`src/rtl/drop_tick_receiver_if.sv`:
```
// Drop-tick receiver bus: divided-clock taps and controls in, handshaked tick and miss count out.
interface drop_tick_receiver_if #(
   parameter int unsigned CNT_W = 4
);
   logic             tap_slow;
   logic             tap_fast;
   logic             enable;
   logic             fast_sel;
   logic             tick_ack;
   logic             clear_missed;
   logic             tick_req;
   logic             busy;
   logic [CNT_W-1:0] missed;

   modport master (
      output tap_slow, tap_fast, enable, fast_sel, tick_ack, clear_missed,
      input  tick_req, busy, missed
   );

   modport slave (
      input  tap_slow, tap_fast, enable, fast_sel, tick_ack, clear_missed,
      output tick_req, busy, missed
   );
endinterface

```
`src/rtl/drop_tick_receiver.sv`:
```
// Turns asynchronous slow/fast drop-rate taps into handshaked drop ticks with a missed-tick count.
// Optional feature macro: DROP_TICK_MISS_CNT_EN builds the missed counter and clear_missed logic.
module drop_tick_receiver #(
   parameter int unsigned SYNC_STAGES = 2,
   parameter int unsigned CNT_W       = 4
) (
   input  logic                clk,
   input  logic                rst_n,
   drop_tick_receiver_if.slave bus
);

   typedef enum logic [1:0] {
      ST_IDLE    = 2'd0,
      ST_ARMED   = 2'd1,
      ST_PENDING = 2'd2
   } state_t;

   localparam int unsigned MSB = SYNC_STAGES - 1;

   logic [SYNC_STAGES-1:0] sync_slow;
   logic [SYNC_STAGES-1:0] sync_fast;
   logic                   hist_slow;
   logic                   hist_fast;
   logic                   edge_slow;
   logic                   edge_fast;
   logic                   sel_edge;

   state_t state;
   state_t state_nxt;
   logic   miss_inc;
   logic   tick_req_q;
   logic   busy_q;

   // Synchronizer chains plus one history flop per tap
   always_ff @(posedge clk or negedge rst_n) begin
      if (!rst_n) begin
         sync_slow <= '0;
         sync_fast <= '0;
         hist_slow <= 1'b0;
         hist_fast <= 1'b0;
      end else begin
         sync_slow <= {sync_slow[MSB-1:0], bus.tap_slow};
         sync_fast <= {sync_fast[MSB-1:0], bus.tap_fast};
         hist_slow <= sync_slow[MSB];
         hist_fast <= sync_fast[MSB];
      end
   end

   assign edge_slow = sync_slow[MSB] & ~hist_slow;
   assign edge_fast = sync_fast[MSB] & ~hist_fast;
   // Muxing edge pulses, not levels, so a fast_sel flip cannot fabricate an edge
   assign sel_edge  = bus.fast_sel ? edge_fast : edge_slow;

   always_ff @(posedge clk or negedge rst_n) begin
      if (!rst_n) begin
         state      <= ST_IDLE;
         tick_req_q <= 1'b0;
         busy_q     <= 1'b0;
      end else begin
         state      <= state_nxt;
         tick_req_q <= (state_nxt == ST_PENDING);
         busy_q     <= (state_nxt != ST_IDLE);
      end
   end

   // Next-state logic; enable low overrides everything and drops a pending tick uncounted
   always_comb begin
      state_nxt = state;
      miss_inc  = 1'b0;
      if (!bus.enable) begin
         state_nxt = ST_IDLE;
      end else begin
         unique case (state)
            ST_IDLE:    state_nxt = ST_ARMED;
            ST_ARMED:   if (sel_edge) state_nxt = ST_PENDING;
            ST_PENDING: begin
               if (bus.tick_ack && !sel_edge) begin
                  state_nxt = ST_ARMED;
               end else if (sel_edge && !bus.tick_ack) begin
                  miss_inc = 1'b1;
               end
            end
            default:    state_nxt = ST_IDLE;
         endcase
      end
   end

   assign bus.tick_req = tick_req_q;
   assign bus.busy     = busy_q;

`ifdef DROP_TICK_MISS_CNT_EN
   logic [CNT_W-1:0] missed_q;

   // Saturating miss counter; clear wins over a same-cycle increment
   always_ff @(posedge clk or negedge rst_n) begin
      if (!rst_n) begin
         missed_q <= '0;
      end else if (bus.clear_missed) begin
         missed_q <= '0;
      end else if (miss_inc && (missed_q != {CNT_W{1'b1}})) begin
         missed_q <= missed_q + CNT_W'(1);
      end
   end

   assign bus.missed = missed_q;
`else
   logic unused_miss_inputs;

   assign unused_miss_inputs = bus.clear_missed ^ miss_inc;
   assign bus.missed         = '0;
`endif

endmodule
```
`src/flat_wrapper.sv`:
```
// flat-port wrapper written by rule: the top's interface ports become plain ports
module drop_tick_receiver_flat 
#(
   parameter int unsigned SYNC_STAGES = 2,
   parameter int unsigned CNT_W       = 4
)
  (clk, rst_n, bus_tap_slow, bus_tap_fast, bus_enable, bus_fast_sel, bus_tick_ack, bus_clear_missed, bus_tick_req, bus_busy, bus_missed);
  drop_tick_receiver_if #(.CNT_W(CNT_W)) bus_i ();
  input  logic clk;
  input  logic rst_n;
  input wire logic [$bits(bus_i.tap_slow)-1:0] bus_tap_slow;
  input wire logic [$bits(bus_i.tap_fast)-1:0] bus_tap_fast;
  input wire logic [$bits(bus_i.enable)-1:0] bus_enable;
  input wire logic [$bits(bus_i.fast_sel)-1:0] bus_fast_sel;
  input wire logic [$bits(bus_i.tick_ack)-1:0] bus_tick_ack;
  input wire logic [$bits(bus_i.clear_missed)-1:0] bus_clear_missed;
  output wire logic [$bits(bus_i.tick_req)-1:0] bus_tick_req;
  output wire logic [$bits(bus_i.busy)-1:0] bus_busy;
  output wire logic [$bits(bus_i.missed)-1:0] bus_missed;
  assign bus_i.tap_slow = bus_tap_slow;
  assign bus_i.tap_fast = bus_tap_fast;
  assign bus_i.enable = bus_enable;
  assign bus_i.fast_sel = bus_fast_sel;
  assign bus_i.tick_ack = bus_tick_ack;
  assign bus_i.clear_missed = bus_clear_missed;
  assign bus_tick_req = bus_i.tick_req;
  assign bus_busy = bus_i.busy;
  assign bus_missed = bus_i.missed;
  drop_tick_receiver #(.SYNC_STAGES(SYNC_STAGES), .CNT_W(CNT_W)) u_core (.clk(clk), .rst_n(rst_n), .bus(bus_i));
endmodule
```
`config.mk`:
```
export PLATFORM = sky130hd
export DESIGN_NAME = drop_tick_receiver_flat
export DESIGN_NICKNAME = d
export VERILOG_FILES = /design/src/rtl/drop_tick_receiver_if.sv /design/src/rtl/drop_tick_receiver.sv /design/src/flat_wrapper.sv
export SDC_FILE = /design/constraint.sdc
export NUM_CORES = 1
export LEC_CHECK = 0
export ABC_AREA = 1
export CORE_AREA = 2 2 39 41
export CTS_BUF_LIST = sky130_fd_sc_hd__clkbuf_8 sky130_fd_sc_hd__clkbuf_16
export DETAILED_ROUTE_END_ITERATION = 7
export DIE_AREA = 0 0 41 43
export HOLD_SLACK_MARGIN = 0.12
export PLACE_DENSITY_LB_ADDON = 0.15
export SLEW_MARGIN = 20
export SYNTH_ARGS = -nofsm -noshare
export SYNTH_HDL_FRONTEND = slang
export SYNTH_SLANG_ARGS = --single-unit
```
`constraint.sdc`:
```
create_clock -name clk -period 1.8 [get_ports clk]
set_input_delay 0.18 -clock clk [delete_from_list [all_inputs] [get_ports clk]]
set_output_delay 0.18 -clock clk [all_outputs]
set_load 0.03 [all_outputs]
```
; ---- Word-level counts from Yosys, hierarchy flattened
; Cells that the tools add are included.
[totals]
out_inout_bits = 6
word_cells = 23
register_bits = 10
[classes]
n_mux = 5
eq_ne = 3
n_reduce_logical = 4
bitwise = 4
[op_table]
columns = op, n
row1 = two-way mux 2 bit, 3
row2 = one-hot mux 2 bit (3 select lines), 1
row3 = == test 2 bit (second input constant), 2
row4 = AND 1 bit, 2
row5 = == test 2 x 1 -> 1 bit (second input constant), 1
row6 = zero test 2 bit, 1
row7 = NOT 1 bit, 2
row8 = nonzero test 2 bit, 1
row9 = logical AND 1 bit, 1
row10 = zero test 1 bit, 1
row11 = two-way mux 1 bit, 1

; ---- Longest topological paths before layout
; Gate-level depths: netlist of run 1.
[depth]
ltp_word = 9
ltp_mapped = 6
depth_no_buf = 6

; ---- Worst setup path before layout of run 1
; Ideal clock, no wire load.
[synth_path]
path_kind = register to register
start = register u_core.hist_fast
end = register u_core.tick_req_q (netlist: u_core.bus.tick_req)
setup_slack_ns = 0.978
t_required_ns = 1.723
n_path_buf = 0
setup_time_ns = 0.077
stages_incl_launch_ff = 6
arrival_ns = 0.745
cell_sequence = dfrtp_1 -> inv_1 -> nand3_1 -> nand2_1 -> nand3b_1 -> a21oi_1
[synth_between]
elab_chain_len = 9
word_cells_on_any_way = 10
cone_classes = eq/ne (1) / mux (5) / bitwise (2) / reduce/logical (2)
[synth_lines]
columns = element, line
row1 = "start, declared", drop_tick_receiver.sv:23  ; logic hist_fast;
row2 = "start signal, assigned", drop_tick_receiver.sv:45  ; hist_fast <= sync_fast[MSB];
row3 = NOT 1 bit (*), drop_tick_receiver.sv:50  ; assign edge_fast = sync_fast[MSB] & ~hist_fast;
row4 = AND 1 bit (*), drop_tick_receiver.sv:50
row5 = two-way mux 1 bit (*), drop_tick_receiver.sv:52  ; assign sel_edge = bus.fast_sel ? edge_fast : edge_slow;
row6 = zero test 1 bit, drop_tick_receiver.sv:77  ; if (bus.tick_ack && !sel_edge) begin
row7 = logical AND 1 bit, drop_tick_receiver.sv:77
row8 = two-way mux 2 bit, drop_tick_receiver.sv:77
row9 = one-hot mux 2 bit (3 select lines) (*), drop_tick_receiver.sv:73  ; unique case (state)
row10 = two-way mux 2 bit (*), drop_tick_receiver.sv:70  ; if (!bus.enable) begin
row11 = == test 2 bit (*), drop_tick_receiver.sv:61  ; tick_req_q <= (state_nxt == ST_PENDING);
row12 = "end signal, assigned", drop_tick_receiver.sv:61
row13 = "end, declared", drop_tick_receiver.sv:31  ; logic tick_req_q;
; Every way passes the cells marked *; elsewhere a longest branch is shown, timed or not.

; ---- Final worst setup path of run 1
[layout_path]
start = register u_core.tick_req_q (netlist: u_core.bus.tick_req)
end = output bus_tick_req
[layout_lines]
columns = element, line
row1 = "end, declared", flat_wrapper.sv:17  ; output wire logic [$bits(bus_i.tick_req)-1:0] bus_tick_req;
; No word-level cell between the ends.

==> impl_metrics.json, run 1 <==
{
  "criticalPathCategory": "flop to output port",
  "category_of_the_worst_setup_path_capture_point": "output port",
  "grt.met2_usage_pct": 11.3,
  "detail_route.drc_violations": 0,
  "clock_tree_root": "clkbuf_8",
  "worst_endpoint_data_arrival_time_ps": 1200,
  "synthesis.area_um2": 374,
  "clock_power_share_pct": 42.7,
  "nFillCells": 134,
  "number_of_different_library_cells_in_the_post_synthesis_netlist": 11,
  "avgViaCountPerCell": 4.07,
  "worst_case_clock_skew_ps": 2.72,
  "antenna_viol_nets_final": 0,
  "design.final.nets": 54,
  "run_status": "complete, no violations",
  "pin_count_of_the_biggest_net_entering_global_routing": 11,
  "post_synth.cell_area_avg_um2": 11.0,
  "clkSlewWorstSetupHoldPaths_ps": 40,
  "area_of_the_placeable_core_um2": 1380,
  "tritoncts.num_buffers": 3,
  "wl_per_cell_um": 8.50,
  "clkSinkCount": 10,
  "number_of_i_o_pins": 14,
  "vdd.ir_drop.worst_mv": 0.419,
  "max_capacitance_violation_count": 0,
  "fmax_ghz": 0.724,
  "yosys_warnings": 0,
  "initial_utilization_pct": 27.0,
  "cts-hold-fix-buffers": 0,
  "route.final.wire_length_um": 510,
  "power_density_nw_per_um2": 1030,
  "power.share.switching_pct": 21.4,
  "dpl_worst_slack_ps": 601,
  "tritoncts_clock_tree": "yes",
  "p_int_w": 0.000403,
  "path_buf_inv": 1,
  "grt_antenna_before_repair": 0,
  "number_of_violations_reported_at_the_end_of_detailed_routing_iteration_0": 1,
  "met1_routing_resource_usage_after_global_routing_pct": 9.43,
  "finish.instance_area_um2": 497,
  "grt_usage_pct": 8.35,
  "detailedPlacementHpwl_um": 402,
  "drive_gt1_share_pct": 9.09,
  "postCtsSetupRepairBufs": 0,
  "post_cts_resize_count": 0,
  "yosys_register_bits": 10,
  "die_width_um": 41,
  "critPathRequiredTime_ps": 1620,
  "layout_min_cycle_time_ps": 1380,
  "clock_tree.htree_level_count": 1,
  "critPathSlowestCell": "clkdlybuf4s50_1",
  "fp-row-count": 14,
  "min_period_over_period_pct": 76.8,
  "final.setup.tns_ps": 0,
  "place_congestion": 0.612,
  "multi_input_comb_area_um2": 82.6,
  "p_leak_nw": 0.248,
  "power.share.sequential_pct": 47.4,
  "clk-insertion-delay-late_ps": 230,
  "syn-instance-count": 34,
  "die_area_um2": 1760,
  "grt_first_pass_wirelength_um": 931,
  "power_frac_comb_pct": 9.9,
  "hold_viol_final": 0,
  "max-clock-path-buffers": 2,
  "drtPass1Iterations": 4,
  "final_worst_setup_slack_ps": 418,
  "worstPathMaxFanout": 1,
  "placed_area_um2": 455,
  "grt_util_met3_pct": 3.14,
  "slowest_stage_delay_on_critical_path_ps": 660,
  "start_kind": "flop",
  "layout.cells.most_common": "dfrtp_1",
  "layout_common_cells": "dfrtp_1 (10), clkdlybuf4s50_1 (8), inv_1 (6)",
  "vias": 244,
  "timing.hold.worst.class": "input pin to async pin",
  "unrepaired_setup_endpoints_after_global_routing": "no",
  "path_delay_family": "buffers and inverters",
  "place.port_buffers": 8,
  "total_switching_power_w": 0.000110,
  "antenna-diode-count": 0,
  "finalMaxSlewViolations": 0,
  "layout-area-overhead-vs-synth_pct": 32.8,
  "worstPathCellList": "clkdlybuf4s50_1",
  "number_of_global_route_vias_before_repair": 239,
  "die_y_um": 43,
  "overflow_left_after_global_routing": 0,
  "ys_seq_area_share_pct": 66.9,
  "layer_with_the_highest_usage_after_global_routing": "met2",
  "worst_hold_slack_ps": 256,
  "regArea_um2": 250,
  "finalSetupViolCount": 0
}
## power by group through the flow
stage | registers (W) | clock network, W | logic, W
floorplan | 0.000250 | 0 | 0.0000294
global placement | 0.000245 | 0 | 0.0000504
detailed placement | 0.000247 | 0 | 0.0000512
CTS | 0.000243 | 0.000226 | 0.0000514
global route | 0.000244 | 0.000244 | 0.0000566
finish | 0.000243 | 0.000219 | 0.0000507
## layer usage
| metal | part of all wire [%] | vias to the layer above |
|---|---|---|
| li1 | - | 117 |
| met1 | 35 | 109 |
| met2 | 47 | 14 |
| met3 | 12 | 4 |
| met4 | 4.9 | 0 |
| met5 | 0 | - |
## final timing paths
check / slack, ps / end / cells after the start / start
worst max-delay path: 420 / bus_tick_req / 1 / u_core.bus.tick_req
worst min-delay path: 260 / u_core.state[0] / 1 / rst_n
worst max register to register: 870 / u_core.state[1] / 5 / u_core.hist_slow
worst min register to register: 350 / u_core.sync_fast[1] / 0 / u_core.sync_fast[0]
max in group asynchronous: 1250 / u_core.sync_slow[1] / 1 / rst_n
min in group clk: 350 / u_core.sync_fast[1] / 0 / u_core.sync_fast[0]
## stage by stage
step | cells | total power (W) | util [%]
floorplan | 37 | 0.000279 | -
global placement | 57 | 0.000296 | 32.9
detailed placement | 57 | 0.000298 | 32.9
CTS | 60 | 0.000521 | 35.9
global route | 60 | 0.000545 | 35.9
finish | 60 | 0.000513 | 35.9
## registers in the layout, indices dropped and copies added (netlist names)
name and count:
u_core.bus.busy 1, u_core.sync_slow 2, u_core.state 2, u_core.hist_slow 1, u_core.bus.tick_req 1, u_core.hist_fast 1, u_core.sync_fast 2
## Yosys cell counts
cell type	instances	share of area, %
nand2_1	3	3.0
nand3b_1	1	2.0
nand3_2	1	2.7
nand3_1	3	4.0
inv_1	6	6.0
nor2_1	1	1.0
conb_1	1	1.0
buf_4	4	8.0
a21oi_1	3	4.0
o21ai_1	1	1.3
dfrtp_1	10	67
## cells by family after synthesis
logic type	share of synthesized area (%)
compound gates	5.35
other cells	1.00
flops	66.9
simple gates	12.7
buf+inv	14.0
## cell type report
| type | count | share of cell area, % |
|---|---|---|
| Multi-Input combinational cell | 17 | 16.6 |
| Tap cell | 16 | 4.03 |
| Inverter | 6 | 4.53 |
| Timing Repair Buffer | 8 | 16.1 |
| Sequential cell | 10 | 50.4 |
| Clock buffer | 3 | 8.31 |
Power figures use the tool's default switching activity.
==> run 2: changes to the inputs <==
Clock period 1.8 ns to 1.2 ns, I/O delays scaled along.
==> run 2 against run 1 <==
Compared with the run above:
- clock skew is the same
- final cell count unchanged
- core utilization down 0.18 points
- non-clock buffer count is the same
- critical path depth unchanged
- cell area shrank 0.50%
- clock-buffer cell count is the same
- sequential power up 50%
- setup slack got worse by 260 ps
- clock power is 50% higher
- combinational power is 45% higher
- register-to-register slack worse by 600 ps
- critical endpoint unchanged
- largest power group unchanged
==> impl_metrics.json, run 2 (synthesis gave the netlist of run 1 again) <==
{
  "run_status": "complete, no violations",
  "layer_with_the_highest_usage_after_global_routing": "met2",
  "slowest_stage_delay_on_critical_path_ps": 390,
  "number_of_violations_reported_at_the_end_of_detailed_routing_iteration_0": 1,
  "layout_common_cells": "dfrtp_1 (10), inv_1 (6), clkdlybuf4s50_1 (6)",
  "drive_gt1_share_pct": 9.09,
  "clock_power_share_pct": 42.8,
  "path_delay_family": "buffers and inverters",
  "met1_routing_resource_usage_after_global_routing_pct": 9.43,
  "dpl_worst_slack_ps": 61.4,
  "antenna_viol_nets_final": 0,
  "die_y_um": 43,
  "total_instance_count_after_detailed_placement": 57,
  "grt_usage_pct": 8.35,
  "drtPass1Iterations": 4,
  "max-clock-path-buffers": 2,
  "largestRegisters": "u_core.state x2, u_core.sync_fast x2, u_core.sync_slow x2",
  "final.setup.tns_ps": 0,
  "fmax_ghz": 0.956,
  "die_width_um": 41,
  "grt.met2_usage_pct": 11.3,
  "initial_utilization_pct": 27.0,
  "worstPathMaxFanout": 1,
  "critPathRequiredTime_ps": 1080,
  "power.share.sequential_pct": 47.6,
  "detail_route.drc_violations": 0,
  "antenna-diode-count": 0,
  "place.port_buffers": 8,
  "tritoncts_clock_tree": "yes",
  "grt_first_pass_wirelength_um": 931,
  "category_of_the_worst_setup_path_capture_point": "output port",
  "number_of_i_o_pins": 14,
  "clock_tree.htree_level_count": 1,
  "layout-area-overhead-vs-synth_pct": 32.1,
  "critPathSlowestCell": "dlygate4sd2_1",
  "route.final.wire_length_um": 510,
  "hold_viol_final": 0,
  "design.final.nets": 54,
  "power_density_nw_per_um2": 1550,
  "layout.cells.most_common": "dfrtp_1",
  "unrepaired_setup_endpoints_after_global_routing": "no",
  "total_switching_power_w": 0.000164,
  "detailedPlacementHpwl_um": 402,
  "finalSetupViolCount": 0,
  "path_buf_inv": 1,
  "p_int_w": 0.000603,
  "max_capacitance_violation_count": 0,
  "number_of_global_route_vias_before_repair": 239,
  "final_worst_setup_slack_ps": 154,
  "worst_hold_slack_ps": 196,
  "power.share.switching_pct": 21.4,
  "clock_tree_root": "clkbuf_8",
  "layout_min_cycle_time_ps": 1050,
  "min_period_over_period_pct": 87.2,
  "timing.hold.worst.class": "input pin to async pin",
  "start_kind": "flop",
  "worstPathCellList": "dlygate4sd2_1",
  "avgViaCountPerCell": 4.07,
  "pin_count_of_the_biggest_net_entering_global_routing": 11,
  "criticalPathCategory": "flop to output port",
  "vias": 244,
  "area_of_the_placeable_core_um2": 1380,
  "power_frac_comb_pct": 9.6,
  "grt_antenna_before_repair": 0,
  "worst_case_clock_skew_ps": 2.72,
  "vdd.ir_drop.worst_mv": 0.629,
  "wl_per_cell_um": 8.50,
  "finalMaxSlewViolations": 0,
  "worst_endpoint_data_arrival_time_ps": 930,
  "clkSinkCount": 10,
  "clk-insertion-delay-late_ps": 230,
  "layoutNonFillerInstCount": 60,
  "tritoncts.num_buffers": 3,
  "fp-row-count": 14,
  "overflow_left_after_global_routing": 0,
  "clkSlewWorstSetupHoldPaths_ps": 40,
  "grt_util_met3_pct": 3.14,
  "die_area_um2": 1760,
  "p_leak_nw": 0.254,
  "place_congestion": 0.612
}
run 2: changes by cell type in the layout (fill, tap and decap cells not counted), sizes merged:
cell,delta
clkdlybuf4s50,-2
dlygate4sd2,+2
run 2: repair_timing:
item | 4_1_cts | 5_1_grt
hold buffers | 0 | 0
setup buffers | 0 | 0
setup endpoints to repair | 2 | 0
resized for setup | 2 | 0
hold endpoints to repair | 0 | 0
run 2: stage by stage:
step                util (%)  instance area (µm²)  power, W
floorplan                  -                  385  0.000419
global placement        32.9                  455  0.000444
detailed placement      32.9                  455  0.000447
CTS                     35.7                  494  0.000778
global route            35.7                  494  0.000814
finish                  35.7                  494  0.000767
run 2: layout make-up:
type,count,area [µm²]
multi-input cells,17,82.6
repair buffers,8,77.6
fillers,136,890
well taps,16,20.0
inverters,6,22.5
clock buffers,3,41.3
flip-flops and latches,10,250
run 2: path summary, 6_finish.rpt:
kind                                     start                   to  slack [ps]  cells after the start
max in group asynchronous                rst_n  u_core.sync_slow[1]         710                      1
min                                      rst_n      u_core.state[0]         200                      1
min in group clk                  bus_tap_slow  u_core.sync_slow[0]         330                      1
min reg2reg                u_core.sync_fast[0]  u_core.sync_fast[1]         350                      0
max reg2reg                   u_core.hist_slow      u_core.state[1]         270                      5
max                        u_core.bus.tick_req         bus_tick_req         150                      1
run 2: power groups by stage:
stage / Combinational [W] / Clock [W] / Sequential [W]
floorplan: 0.0000441 / 0 / 0.000375
global placement: 0.0000756 / 0 / 0.000368
detailed placement: 0.0000768 / 0 / 0.000370
CTS: 0.0000748 / 0.000339 / 0.000365
global route: 0.0000825 / 0.000366 / 0.000366
finish: 0.0000737 / 0.000328 / 0.000365
run 2: metal layers:
layer | vias up | part of all wire, %
met5 | - | 0
met4 | 0 | 4.9
met3 | 4 | 13
met2 | 14 | 47
met1 | 109 | 35
li1 | 117 | -
==> run 3: changes to the inputs <==
Clock period 1.2 ns to 1.18 ns, I/O delays scaled along.
==> results of run 3 <==
The final DEF is identical to that of run 2. Status: complete, no violations.
Among the figures that moved: setup slack after placement 61.4 ps -> 43.4 ps; setup slack after layout 154 ps -> 136 ps; hold slack 196 ps -> 194 ps; register-to-register setup slack 270 ps -> 250 ps; total power 0.000767 W -> 0.000780 W; worst IR drop on VDD 0.629 mV -> 0.639 mV
